`src/rtl/stream_mux_pkg.sv`:
```
// stream_mux_pkg: mode encodings and the clog2 helper shared by stream_mux and rr_arbiter.
package stream_mux_pkg;
    localparam logic MODE_FIXED = 1'b0;
    localparam logic MODE_RR    = 1'b1;

    function automatic int clog2(input int n);
        int r;
        r = 0;
        while ((1 << r) < n) r++;
        return r;
    endfunction
endpackage

```
`src/rtl/rr_arbiter.sv`:
```
// rr_arbiter: combinational round-robin pick; scans from ptr+1 upward with wrap.
module rr_arbiter #(
    parameter int N  = 4,
    parameter int SW = 2
) (
    input  logic [N-1:0]  req,
    input  logic [SW-1:0] ptr,
    output logic [SW-1:0] g,
    output logic          gv
);
    logic [SW-1:0] idx;

    // Walk the scan order backwards so the channel closest to ptr+1 wins.
    always_comb begin
        g = '0;
        idx = '0;
        for (int k = N; k >= 1; k--) begin
            idx = SW'((int'(ptr) + k) % N);
            if (req[idx]) g = idx;
        end
    end

    assign gv = |req;
endmodule

```
`src/rtl/stream_mux.sv`:
```
// stream_mux: N-channel registered valid/ready mux, fixed select or round-robin.
// Define STREAM_MUX_LOCK_EN to hold the grant on one channel until its in_last beat.
module stream_mux
    import stream_mux_pkg::*;
#(
    parameter int N  = 4,
    parameter int W  = 8,
    parameter int SW = 2
) (
    input  logic           clk,
    input  logic           rst,
    input  logic           e,
    input  logic           mode,
    input  logic [SW-1:0]  s,
    input  logic [N*W-1:0] in_data,
    input  logic [N-1:0]   in_valid,
    input  logic [N-1:0]   in_last,
    output logic [N-1:0]   in_ready,
    output logic [W-1:0]   Y,
    output logic           y_valid,
    input  logic           y_ready,
    output logic           y_last,
    output logic [SW-1:0]  y_ch
);
    if (SW != clog2(N)) begin : g_sw_check
        $error("stream_mux: SW must equal clog2(N)");
    end

    logic [SW-1:0] ptr, g, rr_g;
    logic          gv, rr_gv, acc;

    rr_arbiter #(.N(N), .SW(SW)) u_arb (
        .req (in_valid),
        .ptr (ptr),
        .g   (rr_g),
        .gv  (rr_gv)
    );

`ifdef STREAM_MUX_LOCK_EN
    logic          lock;
    logic [SW-1:0] lock_ch;

    always_ff @(posedge clk) begin
        if (rst) begin
            lock    <= 1'b0;
            lock_ch <= '0;
        end else if (acc) begin
            lock    <= ~in_last[g];
            lock_ch <= g;
        end
    end
`endif

    // Out-of-range fixed selects never grant.
    always_comb begin
        g  = mode == MODE_RR ? rr_g : s;
        gv = mode == MODE_RR ? rr_gv : (int'(s) < N) & in_valid[s];
`ifdef STREAM_MUX_LOCK_EN
        if (lock) begin
            g  = lock_ch;
            gv = in_valid[lock_ch];
        end
`endif
    end

    assign acc      = ~rst & e & (~y_valid | y_ready) & gv;
    assign in_ready = acc ? (N'(1) << g) : '0;

    always_ff @(posedge clk) begin
        if (rst) begin
            Y       <= '0;
            y_valid <= 1'b0;
            y_last  <= 1'b0;
            y_ch    <= '0;
            ptr     <= SW'(N - 1);
        end else if (acc) begin
            Y       <= in_data[int'(g) * W +: W];
            y_valid <= 1'b1;
            y_last  <= in_last[g];
            y_ch    <= g;
            if (mode == MODE_RR) ptr <= g;
        end else if (y_ready) begin
            y_valid <= 1'b0;
        end
    end
endmodule

```
`config.mk`:
```
export PLATFORM = sky130hd
export DESIGN_NAME = stream_mux
export DESIGN_NICKNAME = d
export VERILOG_FILES = /design/src/rtl/stream_mux_pkg.sv /design/src/rtl/rr_arbiter.sv /design/src/rtl/stream_mux.sv
export SDC_FILE = /design/constraint.sdc
export NUM_CORES = 1
export LEC_CHECK = 0
export BUFFER_PORTS_ARGS = -buffer_cell sky130_fd_sc_hd__buf_2
export CELL_PAD_IN_SITES_DETAIL_PLACEMENT = 0
export CELL_PAD_IN_SITES_GLOBAL_PLACEMENT = 2
export CORE_MARGIN = 2
export CORE_UTILIZATION = 21
export DETAILED_ROUTE_END_ITERATION = 16
export PLACE_DENSITY = 0.75
export RECOVER_POWER = 25
export SYNTH_ARGS = -nofsm -noshare
export SYNTH_HDL_FRONTEND = slang
export SYNTH_HIERARCHICAL = 1
export SYNTH_SLANG_ARGS = --single-unit
```
`constraint.sdc`:
```
create_clock -name clk -period 2.8 [get_ports clk]
set_clock_uncertainty 0.2 [all_clocks]
set_input_delay 0.56 -clock clk [delete_from_list [all_inputs] [get_ports clk]]
set_output_delay 0.56 -clock clk [all_outputs]
set_load 0.1 [all_outputs]
```
==> metrics <==
first-pass GRT wire length around 4.5 mm; initial core utilization 22.2%; RSZ-0062 raised after global routing false; die footprint 4840 um^2; min Tclk post-route 2.68 ns; clock-pin slew on the worst setup and hold paths 0.06 ns; Cells after DPL roughly 210; GPL Wtd Cong 0.830; Critical Path Fanout Max 6; largest net degree at the start of global routing 16; post-CTS setup buffer count 0; Routed WL 2.68 mm; Hold WC Path Type reg2reg; R2R depth 7; flop-to-flop setup slack 0.43 ns; Required @ worst endpoint 2.04 ns; Worst setup EP type output pin; launch point of the worst hold path Y[5]$_SDFFE_PP0P_; H-tree depth 1; CTS Sinks 14; GR Util met1 a little over an eighth; drt first pass iters 2; Synth Area in Compound Gates between 10% and 20%; Simple-Gate Fraction of Synth Area 19.7%; cts hold-fix bufs 0; largest family of logic cells by synthesized area multiplexers; final hold slack between 0.2 and 0.25 ns; Rel. slew slack 20.9%; met3 usage 4.22%; adder-cell share of the synthesized area 0%; vias in the first global route 995; num rows 23; routed len/inst 12.5 um; #FFs+latches synth 14; Most Crowded Layer GR met2; layout cells sized above 1 51.5%; period utilisation layout 95.8%; die outline width 69.5 um; CP Class in2out; gr ovfl total 0; worst flop-to-flop path startpoint ptr[1]$_SDFFE_PP1P_; synth unique cells 25; area delta synth->final 60.5%; Worst Tran Pin Value approximately 1.2 ns; TritonCTS clock tree done; Fmax ~0.37 GHz; PostCTS Resize Cnt 0; status finished, final reports clean; Antenna Cells 0; IO Port Bufs 62; maximum clock path buffer count 2; GRT Overall Usage between 10% and 20%; maxcap violations 0; mux contribution to synthesized area 29.5%; CP Launch Type primary input; Remaining DRCs 0; post-synthesis cell count 95; hold path endpoint Y[5]$_SDFFE_PP0P_; Final Non-Filler Cells 215; Ports 63; Synth Net Count 142; count of final setup violators 0; via density per instance 4.45; met2 global-route usage 20.7%; die height 69.5 um; Min-Delay Path Depth 2; Peak VDD IR 230 uV; YS warnings 6; crit path DAT 1.92 ns; mean post-synth cell area 9.50 um^2; DP HPWL 2.34 mm; Post-Synth XOR/XNOR Area 0%; Root Buffer clkbuf_8; Vias 957; Overall Power ~680 uW; Slew Viols, Final 0; Total Nets Final about 210; Leakage 0.000633 uW; Skew-Pair Late Insertion Delay 0.24 ns; initial DRC count 20; number of clock buffers inserted by TritonCTS 3; pwr/cell area 468 nW/um^2; RR Endpoint Y[2]$_SDFFE_PP0P_; Final Hold Vio Count 0; Core ar. 4060 um^2; register area share after synthesis between 30% and 40%; setup_tns 0 ns; Final ANT Viol Nets 0; Cell Area, Synth 902 um^2; initial antenna violation count 0
[cell usage after synthesis]
cell | number | area share [%]
nand2_1 | 22 | 9.2
dfxtp_1 | 14 | 31
a21oi_1 | 13 | 7.2
mux4_2 | 8 | 20
nor2_1 | 8 | 3.3
nand2b_1 | 5 | 3.5
buf_2 | 3 | 1.7
a211o_1 | 2 | 1.9
inv_1 | 2 | 0.83
mux2i_1 | 2 | 2.2
mux4_1 | 2 | 5.8
a211oi_1 | 1 | 0.83
a21oi_2 | 1 | 0.97
a31oi_1 | 1 | 0.69
and2b_1 | 1 | 0.83
and3_1 | 1 | 0.69
buf_6 | 1 | 1.2
clkbuf_1 | 1 | 0.42
mux2i_2 | 1 | 1.5
nand4_1 | 1 | 0.69
nor2b_1 | 1 | 0.69
o2111a_1 | 1 | 1.2
o2111ai_1 | 1 | 0.97
o221ai_2 | 1 | 1.7
or2b_1 | 1 | 0.83
[layout by cell type, fill, tap and decap left out]
| cell | count |
|---|---|
| nand4_1 | 1 |
| a21oi_1 | 13 |
| mux4_1 | 2 |
| buf_4 | 9 |
| a211o_1 | 2 |
| and2b_1 | 1 |
| o2111a_1 | 1 |
| clkbuf_1 | 6 |
| mux4_2 | 8 |
| buf_12 | 4 |
| or2b_1 | 1 |
| nor2_1 | 5 |
| nor2_4 | 3 |
| mux2i_1 | 1 |
| dfxtp_1 | 14 |
| and3_2 | 1 |
| inv_1 | 2 |
| mux2i_2 | 2 |
| a21oi_2 | 1 |
| nand2_1 | 22 |
| clkbuf_8 | 4 |
| a31oi_1 | 1 |
| o2111ai_1 | 1 |
| buf_2 | 52 |
| a211oi_1 | 1 |
| nor2b_1 | 1 |
| o221ai_2 | 1 |
| nand2b_1 | 5 |
[power breakdown]
group	switching [uW]	leakage [uW]	total (uW)	internal, uW
clock	69.3	0.0000288	194	124
combinational	163	0.000490	265	102
sequential	7.57	0.000114	219	211
[worst max-delay path, stage by stage]
cell	delay, ns
buf_2	0.11
mux4_2	0.51
o2111a_1	0.31
and3_2	0.25
buf_12	0.17
[sequential cells by signal, summed over array words and instances, names as in the netlist]
| signal | cells |
|---|---|
| y_valid | 1 |
| Y | 8 |
| y_ch | 2 |
| y_last | 1 |
| ptr | 2 |
[cell families (layout without fill, tap and decap cells)]
family,count (synthesis),count (layout)
buffers and inverters,7,77
AOI/OAI and AO/OA,21,21
DFF,14,14
and+or+nand+nor,40,40
muxes,13,13
[stage by stage]
step	instance area (um^2)	worst slack [ns]	utilization [%]
after floorplan	926	-0.0324	-
after global placement	1400	0.120	34.5
after detailed placement	1400	0.123	34.5
after CTS	1460	0.116	35.9
after global routing	1450	0.0575	35.7
final	1450	0.119	35.7
[how the worst max path moves through the flow]
stage,end,startpoint
6_report,in_ready[0],s[0]
5_1_grt,in_ready[1],ptr[1]$_SDFFE_PP1P_
4_1_cts,in_ready[0],s[0]
3_5_place_dp,in_ready[0],s[0]
3_3_place_gp,in_ready[0],s[0]
2_1_floorplan,in_ready[2],in_valid[2]
[layout make-up]
| cell class | count | area (um^2) |
|---|---|---|
| Fill cell | 443 | 2610 |
| Multi-Input combinational cell | 74 | 612 |
| Timing Repair Buffer | 71 | 430 |
| Sequential cell | 14 | 280 |
| Tap cell | 50 | 62.6 |
| Clock buffer | 4 | 55.1 |
| Inverter | 2 | 7.51 |
[metal layers]
layer / wire length [um] / part of all wire, %
met5: 0 / 0
met4: 0 / 0
met3: 157 / 5.8
met2: 1430 / 53
met1: 1100 / 41
Note: power is estimated with default switching activity, not from simulation.
